==> src/rtl/packet_sink.sv <==
// Two-phase req/ack flit sink: frames FLITS flits per packet on the head bit and counts packets and framing errors.
// Optional macro PACKET_SINK_ACK_DELAY_EN delays the ack transition by ACK_DELAY cycles after capture.
module packet_sink #(
  parameter int ID        = 0,
  parameter int FLITS     = 8,
  parameter int SIZE      = 8,
  parameter int ACK_DELAY = 3
) (
  input  logic                  clk,
  input  logic                  reset,
  input  logic                  req,
  input  logic [SIZE-1:0]       data,
  input  logic                  hold,
  output logic                  ack,
  output logic                  packet_valid,
  output logic [FLITS*SIZE-1:0] packet_data,
  output logic [7:0]            packet_count,
  output logic                  err_orphan,
  output logic                  err_trunc,
  output logic [7:0]            err_count
);

  localparam int IW = (FLITS > 1) ? $clog2(FLITS) : 1;

  if (FLITS < 1 || FLITS > 255 || SIZE < 2 || ACK_DELAY < 1 || ACK_DELAY > 255 || ID < 0) begin : g_param_err
    $error("packet_sink %0d: parameter out of range", ID);
  end

  typedef enum logic {IDLE, BODY} state_t;

  state_t                      state;
  logic                        req_old;
  logic [IW-1:0]               idx;
  logic [FLITS-1:0][SIZE-1:0]  flit_buf;
  logic [FLITS-1:0][SIZE-1:0]  pkt_next;
  logic [IW-1:0]               wsel;
  logic                        head, accept, done, busy;

  assign head   = data[SIZE-1];
  assign accept = (req != req_old) && !hold && !busy;
  // A head always lands in slot 0; idx is 0 while IDLE, so only BODY bodies use idx.
  assign wsel   = (state == BODY && !head) ? idx : '0;
  assign done   = (state == IDLE) ? (head && (FLITS == 1))
                                  : (!head && (idx == IW'(FLITS-1)));

  // Buffer with the incoming flit merged in, so a completed packet loads in one shot.
  for (genvar k = 0; k < FLITS; k++) begin : g_slot
    assign pkt_next[k] = (wsel == IW'(k)) ? data : flit_buf[k];
  end

  always_ff @(posedge clk or posedge reset) begin
    if (reset) begin
      state        <= IDLE;
      idx          <= '0;
      req_old      <= 1'b0;
      flit_buf     <= '0;
      packet_data  <= '0;
      packet_valid <= 1'b0;
      packet_count <= 8'd0;
      err_orphan   <= 1'b0;
      err_trunc    <= 1'b0;
      err_count    <= 8'd0;
    end else begin
      packet_valid <= 1'b0;
      err_orphan   <= 1'b0;
      err_trunc    <= 1'b0;
      if (accept) begin
        req_old <= req;
        if (state == IDLE && !head) begin
          err_orphan <= 1'b1;
          if (err_count != 8'hff) err_count <= err_count + 8'd1;
        end else begin
          flit_buf <= pkt_next;
          if (state == BODY && head) begin
            err_trunc <= 1'b1;
            if (err_count != 8'hff) err_count <= err_count + 8'd1;
          end
          if (done) begin
            packet_data  <= pkt_next;
            packet_valid <= 1'b1;
            packet_count <= packet_count + 8'd1;
            state        <= IDLE;
            idx          <= '0;
          end else begin
            state <= BODY;
            idx   <= head ? IW'(1) : idx + 1'b1;
          end
        end
      end
    end
  end

`ifdef PACKET_SINK_ACK_DELAY_EN
  logic [7:0] dly_cnt;
  assign busy = (dly_cnt != 8'd0);

  // Ack flips on the edge where the counter reaches zero, ACK_DELAY edges after capture.
  always_ff @(posedge clk or posedge reset) begin
    if (reset) begin
      dly_cnt <= 8'd0;
      ack     <= 1'b0;
    end else if (accept) begin
      dly_cnt <= 8'(ACK_DELAY);
    end else if (busy) begin
      dly_cnt <= dly_cnt - 8'd1;
      if (dly_cnt == 8'd1) ack <= ~ack;
    end
  end
`else
  assign busy = 1'b0;

  always_ff @(posedge clk or posedge reset) begin
    if (reset)       ack <= 1'b0;
    else if (accept) ack <= ~ack;
  end
`endif

endmodule
==> config.mk <==
export PLATFORM = sky130hd
export DESIGN_NAME = packet_sink
export DESIGN_NICKNAME = d
export VERILOG_FILES = /design/src/rtl/packet_sink.sv
export SDC_FILE = /design/constraint.sdc
export NUM_CORES = 1
export LEC_CHECK = 0
export CORE_ASPECT_RATIO = 1.2
export CORE_MARGIN = 2
export CORE_UTILIZATION = 50
export DETAILED_ROUTE_END_ITERATION = 10
export PLACE_DENSITY_LB_ADDON = 0.25
export SYNTH_ARGS = -nofsm -noshare
export SYNTH_HDL_FRONTEND = slang
export SYNTH_SLANG_ARGS = --single-unit
==> constraint.sdc <==
create_clock -name clk -period 12.2 [get_ports clk]
set_input_delay 1.83 -clock clk [delete_from_list [all_inputs] [get_ports clk]]
set_output_delay 1.83 -clock clk [all_outputs]
set_load 0.01 [all_outputs]
==> Flow_metrics.wiki, run 1 <==
{| class="wikitable"
! Metric !! Value
|-
| Capturing element type of the critical path || flip-flop
|-
| Setup_tns || 0 ps
|-
| Final setup violation count || 0
|-
| Post-DR wirelength/cell || 17.2 um
|-
| ANT cells || 0
|-
| Total of fill cells in the finished design || 1042
|-
| Total I/O pin count || 96
|-
| Cell chosen for the clock root || sky130_fd_sc_hd__clkbuf_16
|-
| Starting density of the core || 0.513
|-
| Max FO, Critical Path || 11
|-
| Area used by multi-input combinational logic || 2750 um^2
|-
| Number of hold-repair buffers added at the cts stage || 0
|-
| Post-CTS Repair Setup Buffers || 0
|-
| Largest net degree at the start of global routing || 84
|-
| Global-route total usage across every layer || 0.201
|-
| Transition time of the tightest slew-check pin || 1010 ps
|-
| Total non-filler cell area in the finished layout || 8390 um^2
|-
| Endpoint of the most critical register-to-register path || packet_count[7]
|-
| Cell area reported after detailed placement || 7800 um^2
|-
| Top cells by area, synth || sky130_fd_sc_hd__dfrtp_1, sky130_fd_sc_hd__mux2i_1, sky130_fd_sc_hd__mux2_4
|-
| Number of rows in the core area || 46
|-
| Startpoint kind of the worst setup timing path || primary input
|-
| Floorplan die width || 111 um
|-
| Total length of routed wires || 14100 um
|-
| Setup skew after layout || 8.80 ps
|-
| Detail Route Antenna Nets || 0
|-
| Mean post-synth cell area || 12.2 um^2
|-
| RSZ-0062 raised after global routing || false
|-
| Share of synthesized registers carrying an async set or reset || 1.00
|-
| Critical path class || primary input to flip-flop
|-
| Share of cells above drive strength 1 || 0.137
|-
| Min-Delay Startpoint || packet_data[36]
|-
| Logic depth of the worst register-to-register path || 7
|-
| Post-layout min period || 4610 ps
|-
| Number of vias per cell || 5.45
|-
| Initial antenna violation count || 0
|-
| Net count of the finished layout || 658
|-
| Hold Crit Class || flip-flop to flip-flop
|-
| Net count after synthesis || 577
|-
| Worst Hold Margin || 482 ps
|-
| Flop-to-flop setup slack || 9410 ps
|-
| Maximum buffer depth of the clock tree || 2
|-
| End point of the worst hold path || packet_data[36]
|-
| Final slew viol count || 0
|-
| Reg-to-Reg Start || idx[0]
|-
| Most used standard cells in the synthesized netlist || sky130_fd_sc_hd__dfrtp_1, sky130_fd_sc_hd__nand2_1, sky130_fd_sc_hd__o21ai_1
|-
| Area growth, synth to finish || 23.1%
|-
| Final period utilization || 0.378
|-
| Total global routing overflow || 0
|-
| Number of violations reported at the end of detailed-routing iteration 0 || 276
|-
| Die Outline Area || 14600 um^2
|-
| EDFF count, synth || 0
|-
| Cell taking the most area after synthesis || sky130_fd_sc_hd__dfrtp_1
|-
| Area of the mapped netlist || 6820 um^2
|-
| Number of port buffers || 95
|-
| Total power after layout || 1.49 mW
|-
| Fraction of the yosys area taken by sequential cells || 0.561
|-
| Arrival time of data at the critical path endpoint || 4920 ps
|-
| First-pass GRT wire length || 23500 um
|-
| Result of the run || complete, no violations
|-
| Most instantiated library cell after synthesis || sky130_fd_sc_hd__dfrtp_1
|-
| Setup Slack @ Placement || 7160 ps
|-
| Dominant synthesized flop cell || sky130_fd_sc_hd__dfrtp_1
|-
| Share of the synthesized area in the top cell type || 0.561
|-
| Sinks on Clock Net || 153
|-
| WP data required || 12500 ps
|-
| Routed vias || 4465
|-
| Number of register bits inferred by synthesis || 153
|-
| Max VDD drop || 96.3 uV
|-
| Worst slew slack as a fraction of its limit || 0.323
|-
| Setup WS post-layout || 7590 ps
|-
| HPWL after detailed placement || 9240 um
|-
| Residual DRC count || 0
|-
| Count of unique library cells instantiated by Yosys || 41
|-
| Clock Latency Late Sink || 420 ps
|-
| Area of the core || 13300 um^2
|-
| Final hold violations || 0
|-
| Pre-Repair DR Iteration Count || 4
|-
| CTS tree || built
|-
| Total clock buffers created by CTS || 17
|-
| Power density of the placed cells || 178 nW/um^2
|-
| Cells after Synth || 558
|-
| Clk pin slew, worst setup/hold paths || 60 ps
|-
| Max Clock Freq || 0.217 GHz
|-
| Total area of sequential cells || 3830 um^2
|-
| Yosys warnings || 0
|-
| Height of the die || 132 um
|-
| Via count of the first global-routing pass || 4575
|-
| GP Congestion || 0.754
|-
| Hold Path Depth || 2
|-
| Leak pwr || 3.96 nW
|-
| Number of resized instances in the post-cts repair step || 0
|-
| # Max-Cap Violations || 0
|-
| Max H-tree Level || 4
|}
-- power breakdown --
group          switching [mW]  internal, mW
Combinational           0.125         0.158
Sequential             0.0747         0.607
Clock                   0.222         0.305
Total                   0.422          1.07
-- cell type report --
class | instances | share of cell area
inverter | 4 | 0.00239
sequential | 153 | 0.456
clock inverter | 15 | 0.0198
multi-input combinational | 363 | 0.328
tap | 168 | 0.0250
timing repair buffer | 100 | 0.118
clock buffer | 17 | 0.0507
-- cells by family after synthesis --
family / count (synthesis) / share of synthesized area
buffers and inverters: 42 / 0.0385
DFF: 153 / 0.561
and+or+nand+nor: 140 / 0.103
muxes: 115 / 0.196
xor gates and xnor gates: 15 / 0.0204
AOI/OAI and AO/OA: 86 / 0.0679
adders and majority gates: 7 / 0.0128
-- worst max-delay path, cell delays in order --
cell	delay, ps
sky130_fd_sc_hd__clkdlybuf4s50_1	610
sky130_fd_sc_hd__clkinv_1	310
sky130_fd_sc_hd__ha_1	480
sky130_fd_sc_hd__nand4_1	560
sky130_fd_sc_hd__or3_1	740
sky130_fd_sc_hd__mux2_4	380
-- state kept, by name (all words and copies together), names as in the netlist --
register      count
err_trunc         1
err_orphan        1
packet_data      64
packet_valid      1
packet_count      8
flit_buf         64
req_old           1
idx               3
err_count         8
ack               1
state             1
-- stage by stage --
| stage | cells | util |
|---|---|---|
| floorplan | 558 | - |
| global placement | 788 | 0.587 |
| detailed placement | 788 | 0.587 |
| CTS | 820 | 0.631 |
| global route | 820 | 0.631 |
| finish | 820 | 0.631 |
-- worst max path at each step --
stage / from / end / depth (start not counted) / slack, ps
finish: data[7] / flit_buf[59] / 6 / 7590
floorplan: reset / ack / 1 / 6250
global route: data[7] / packet_count[7] / 8 / 7280
detailed placement: data[7] / flit_buf[52] / 6 / 7160
CTS: data[7] / flit_buf[50] / 6 / 7610
global placement: data[7] / flit_buf[53] / 6 / 7290
-- cell usage in the layout (no fill, tap or decap), types with 3 or more instances in the layout --
cell type                         Yosys  routed
sky130_fd_sc_hd__nand2_2              4       4
sky130_fd_sc_hd__ha_1                 7       7
sky130_fd_sc_hd__nor2_1              13      13
sky130_fd_sc_hd__buf_4                4       5
sky130_fd_sc_hd__nand2_1             83      83
sky130_fd_sc_hd__or3_1                5       5
sky130_fd_sc_hd__nor3_1               3       3
sky130_fd_sc_hd__nand4_1              5       5
sky130_fd_sc_hd__mux2_4              28      28
sky130_fd_sc_hd__clkdlybuf4s50_1      0      95
sky130_fd_sc_hd__clkinv_4             0       4
sky130_fd_sc_hd__a21oi_1             21      21
sky130_fd_sc_hd__clkinvlp_4           0       3
sky130_fd_sc_hd__mux2i_1             52      52
sky130_fd_sc_hd__nand3_1              6       5
sky130_fd_sc_hd__xor2_1               8       8
sky130_fd_sc_hd__dfrtp_1            153     153
sky130_fd_sc_hd__clkbuf_16            0      17
sky130_fd_sc_hd__mux2_1              34      34
sky130_fd_sc_hd__nor3_2               5       5
sky130_fd_sc_hd__o21ai_1             59      59
sky130_fd_sc_hd__inv_6                0       6
sky130_fd_sc_hd__xnor2_1              6       6
-- routing by layer --
metal	vias to the layer above	global-route usage	share of wire
li1	2090	-	-
met1	2266	0.274	0.46
met2	89	0.321	0.49
met3	20	0.0478	0.035
met4	0	0.0674	0.015
met5	-	0	0
No activity file was read; power rests on OpenSTA's default activity.
==> run 2: changes to the inputs <==
Clock period 12.2 ns to 4.6 ns, I/O delays scaled along.
==> run 2 against run 1 <==
- worst setup slack worse by 6400 ps
- non-clock buffer count rose by 1
- final area increased by 0.61%
- sequential share of layout area is 0.28 points lower
- utilization grew 0.39 points
- final cell count grew 0.12%
- die area unchanged
- clock-buffer cell count grew 4
==> Flow_metrics.wiki, run 2 (synthesized netlist as in run 1, its figures left out) <==
{| class="wikitable"
! Metric !! Value
|-
| Hold Crit Class || flip-flop to flip-flop
|-
| WP data required || 4900 ps
|-
| GP Congestion || 0.779
|-
| Max FO, Critical Path || 11
|-
| Total length of routed wires || 14100 um
|-
| # Max-Cap Violations || 0
|-
| Min-Delay Startpoint || packet_count[7]
|-
| Residual DRC count || 0
|-
| Commonest cells after routing, fill and taps aside || sky130_fd_sc_hd__dfrtp_1, sky130_fd_sc_hd__clkdlybuf4s50_1, sky130_fd_sc_hd__nand2_1, sky130_fd_sc_hd__o21ai_1, sky130_fd_sc_hd__mux2i_1
|-
| Clock Latency Late Sink || 420 ps
|-
| Arrival time of data at the critical path endpoint || 3720 ps
|-
| Final period utilization || 0.745
|-
| CP max-delay cell || sky130_fd_sc_hd__or3_1
|-
| Result of the run || complete, no violations
|-
| Net count of the finished layout || 659
|-
| Start point of the critical path || data[7]
|-
| Number of port buffers || 95
|-
| Total global routing overflow || 0
|-
| Setup_tns || 0 ps
|-
| Pre-Repair DR Iteration Count || 4
|-
| Area growth, synth to finish || 23.8%
|-
| HPWL after detailed placement || 9180 um
|-
| Max H-tree Level || 4
|-
| Capturing element type of the critical path || flip-flop
|-
| Share of cells above drive strength 1 || 0.138
|-
| Worst slew slack as a fraction of its limit || 0.360
|-
| Buf/Inv on CP || 2
|-
| Startpoint kind of the worst setup timing path || primary input
|-
| Post-layout min period || 3430 ps
|-
| Worst-path cell chain || clkdlybuf4s50_1, clkinv_1, ha_1, nand4_1, or3_1, mux2_4
|-
| Number of violations reported at the end of detailed-routing iteration 0 || 220
|-
| Final slew viol count || 0
|-
| Reg-to-Reg Start || idx[0]
|-
| Starting density of the core || 0.513
|-
| Number of vias per cell || 5.35
|-
| Detail Route Antenna Nets || 0
|-
| Total clock buffers created by CTS || 17
|-
| Leak pwr || 3.98 nW
|-
| Final setup violation count || 0
|-
| Area used by multi-input combinational logic || 2750 um^2
|-
| Global-route total usage across every layer || 0.202
|-
| Area of the core || 13300 um^2
|-
| Floorplan die width || 111 um
|-
| Post-layout util || 0.635
|-
| Total I/O pin count || 96
|-
| Cell chosen for the clock root || sky130_fd_sc_hd__clkbuf_16
|-
| Maximum buffer depth of the clock tree || 2
|-
| Total area of sequential cells || 3830 um^2
|-
| Transition time of the tightest slew-check pin || 961 ps
|-
| CTS tree || built
|-
| Max Clock Freq || 0.292 GHz
|-
| Largest delay contributor family on the critical path || simple AND/OR/NAND/NOR gates
|-
| Routed vias || 4394
|-
| RSZ-0062 raised after global routing || false
|-
| Power density of the placed cells || 476 nW/um^2
|-
| Number of resized instances in the post-cts repair step || 0
|-
| Setup skew after layout || 5.99 ps
|-
| Biggest regs || flit_buf x64, packet_data x64
|-
| Largest net degree at the start of global routing || 154
|-
| Most common cell after layout, fill and taps aside || sky130_fd_sc_hd__dfrtp_1
|-
| ANT cells || 0
|-
| Max VDD drop || 256 uV
|-
| Clk pin slew, worst setup/hold paths || 60 ps
|-
| Critical path class || primary input to flip-flop
|-
| Total of fill cells in the finished design || 1051
|-
| Initial antenna violation count || 0
|-
| Post-DR wirelength/cell || 17.1 um
|-
| Slowest cell delay on critical path || 730 ps
|-
| Number of hold-repair buffers added at the cts stage || 0
|-
| Post-CTS Repair Setup Buffers || 0
|-
| Sinks on Clock Net || 153
|-
| Die Outline Area || 14600 um^2
|-
| First-pass GRT wire length || 23700 um
|-
| Via count of the first global-routing pass || 4610
|-
| Number of rows in the core area || 46
|-
| Final hold violations || 0
|-
| Height of the die || 132 um
|}
[run 2: cell count changes in the layout (fill, tap and decap cells not counted)]
cell,delta
sky130_fd_sc_hd__bufinv_16,+1
sky130_fd_sc_hd__buf_12,+1
sky130_fd_sc_hd__clkbuf_8,+4
sky130_fd_sc_hd__clkinv_2,+2
sky130_fd_sc_hd__clkinv_4,-3
sky130_fd_sc_hd__clkinvlp_4,+2
sky130_fd_sc_hd__inv_6,-6
[run 2: stage by stage]
step	hold WS, ps	power, mW	std cells	setup slack [ps]	cell area (um^2)
4_1_cts	469	4.05	821	1210	8440
3_5_place_dp	459	2.59	789	795	7820
3_3_place_gp	457	2.54	789	877	7820
6_report	467	4.02	821	1170	8440
5_1_grt	495	4.21	821	1050	8440
2_1_floorplan	456	2.31	558	1980	6820
[run 2: where the power goes]
part	internal, mW	leakage (nW)	switching [mW]
clock	0.909	0.297	0.542
combinational	0.421	1.62	0.335
sequential	1.61	2.06	0.201
[run 2: path summary, 6_finish.rpt]
check / endpoint / slack (ps) / cells after the start
max in group asynchronous: packet_data[56] / 3140 / 3
worst min register to register: packet_count[7] / 470 / 1
worst max register to register: packet_data[60] / 1930 / 7
min in group asynchronous: packet_count[7] / 880 / 3
worst min-delay path: packet_count[7] / 470 / 1
worst max-delay path: flit_buf[58] / 1170 / 6
[run 2: layout make-up]
type	instances	area share
flip-flops and latches	153	0.453
multi-input cells	363	0.326
repair buffers	101	0.119
clock buffers	21	0.0569
well taps	168	0.0249
clock inverters	11	0.0170
inverters	4	0.00222
[run 2: per-layer routing]
layer,wire length (um),global-route usage,vias up
met5,0,0,-
met2,6920,0.328,98
li1,-,-,2087
met3,532,0.0483,21
met4,239,0.0653,0
met1,6370,0.271,2188
==> variant, RTL diff (flow settings as in run 2) <==
Set the parameter `SIZE` to 16 (it was 8).
--- a/src/rtl/packet_sink.sv
+++ b/src/rtl/packet_sink.sv
@@ -4,5 +4,5 @@
   parameter int ID        = 0,
   parameter int FLITS     = 8,
-  parameter int SIZE      = 8,
+  parameter int SIZE      = 16,
   parameter int ACK_DELAY = 3
 ) (
Ports: changed (resized data and packet_data); port bits go from 96 to 168. The function was not compared with the original's and may differ.
==> variant against run 2 <==
- register-to-register slack better by 90 ps
- synthesized area up 76%
- routed wire length up 91%
- setup slack better by 130 ps
- sequential cell count up 128
- global-route usage up 1.2 points
- die area up 74%
- design area up 76%
- power up 71%
- first-iteration DRC count up 53%
- largest cell class unchanged
- largest power group unchanged
==> variant: results (changes against run 2) <==
crit_fanout: 18  # was 11
vias_per_cell: 5.27  # was 5.35
htreeDepth: 1  # was 4
first_pass_grt_wire_length_mm: 43.8  # was 23.7 mm
crit_arrival_ps: 3710  # was 3720 ps
synth_common_cells: "281 x sky130_fd_sc_hd__dfrtp_1, 146 x sky130_fd_sc_hd__nand2_1, 116 x sky130_fd_sc_hd__o21ai_0"  # was 153 x sky130_fd_sc_hd__dfrtp_1, 83 x sky130_fd_sc_hd__nand2_1, 59 x sky130_fd_sc_hd__o21ai_1
detail_route.wirelength.met1_mm: 12.6  # was 6.37 mm
synth_nets: 1015  # was 577
synth.avg_cell_area_um2: 12.2  # about the same
dpl.hpwl_mm: 17.4  # was 9.18 mm
groute.usage.overall_pct: 21.4  # was 20.2%
cts_buffer_count: 29  # was 17
dr_total_vias: 7736  # was 4394
vdd_ir_drop_max_v: 0.000325  # was 0.000256 V
final.fill_count: 1973  # was 1051
port_buffers: 167  # was 95
grt_start_max_net_pins: 141  # was 154
via_count_of_the_first_global_routing_pass: 7894  # was 4610
worst_skew_pair.late_latency_ps: 540  # was 420 ps
slowest_delay_ps: 790  # was 730 ps
met3_length_um: 882  # was 532 µm
register_area_share_after_synthesis_pct: 58.4  # was 56.1%
timing_worst_slew_pin_value_ps: 944  # was 961 ps
power_clock_mw: 2.28  # was 1.45 mW
groute.layer.met1.usage_pct: 31.0  # was 27.1%
dp.cells: 1416  # was 789
path_delay_family: "buffers and inverters"  # was simple AND/OR/NAND/NOR gates
detailroute.wirelength.met2_mm: 12.9  # was 6.92 mm
clock_path_buffers: 3  # was 2
met3_usage_pct: 2.49  # was 4.83%
number_of_distinct_library_cells_after_synthesis: 40  # was 41
fin_nets: 1154  # was 659
gp_congestion: 0.755  # was 0.779
drtIter0Drc: 336  # was 220
run_status: "completed"  # unchanged
power.leakage_nw: 7.06  # was 3.98 nW
## variant: worst paths after layout
check                      depth (start not counted)               end              from  slack, ps
hold / removal                                     2  packet_data[101]  packet_data[101]        470
hold reg to reg                                    2  packet_data[101]  packet_data[101]        470
min in group asynchronous                          2      flit_buf[78]             reset        630
setup reg to reg                                   5     flit_buf[104]             state       2020
max in group asynchronous                          3   packet_data[58]             reset       3070
setup / recovery                                   7     flit_buf[104]          data[15]       1310
## variant: layout make-up
cell class | count | area [µm²] | share of cell area [%]
multi-input combinational | 626 | 4620 | 31.1
tap | 320 | 400 | 2.70
clock inverter | 11 | 83.8 | 0.565
inverter | 4 | 18.8 | 0.126
sequential | 281 | 7030 | 47.4
timing repair buffer | 185 | 1840 | 12.4
clock buffer | 41 | 851 | 5.73
## variant: cells by family (layout without fill, tap and decap cells)
| family | count (synthesis) | after routing | share of synthesized area (%) |
|---|---|---|---|
| flops | 281 | 281 | 58.4 |
| mux | 235 | 235 | 21.9 |
| simple gates | 211 | 211 | 7.56 |
| compound gates | 158 | 158 | 6.77 |
| buf+inv | 81 | 241 | 3.57 |
| xor+xnor | 15 | 15 | 1.09 |
| fa+ha+maj | 7 | 7 | 0.728 |
## variant: through the flow
step                      hold WS [ps]  cell area (µm²)  worst slack (ps)  power (mW)
final                              473            14800              1310        6.87
after global routing               499            14800              1180        7.21
after CTS                          480            14800              1310        6.94
after detailed placement           469            13900               732        4.64
after global placement             461            13900               825        4.58
after floorplan                    450            12000               189        4.16
## variant: worst reg2reg max path: stages (launching register included)
cell and delay (ps):
sky130_fd_sc_hd__dfrtp_1 430, sky130_fd_sc_hd__ha_1 340, sky130_fd_sc_hd__nand4b_1 150, sky130_fd_sc_hd__buf_4 330, sky130_fd_sc_hd__or3_1 790, sky130_fd_sc_hd__mux2_2 430
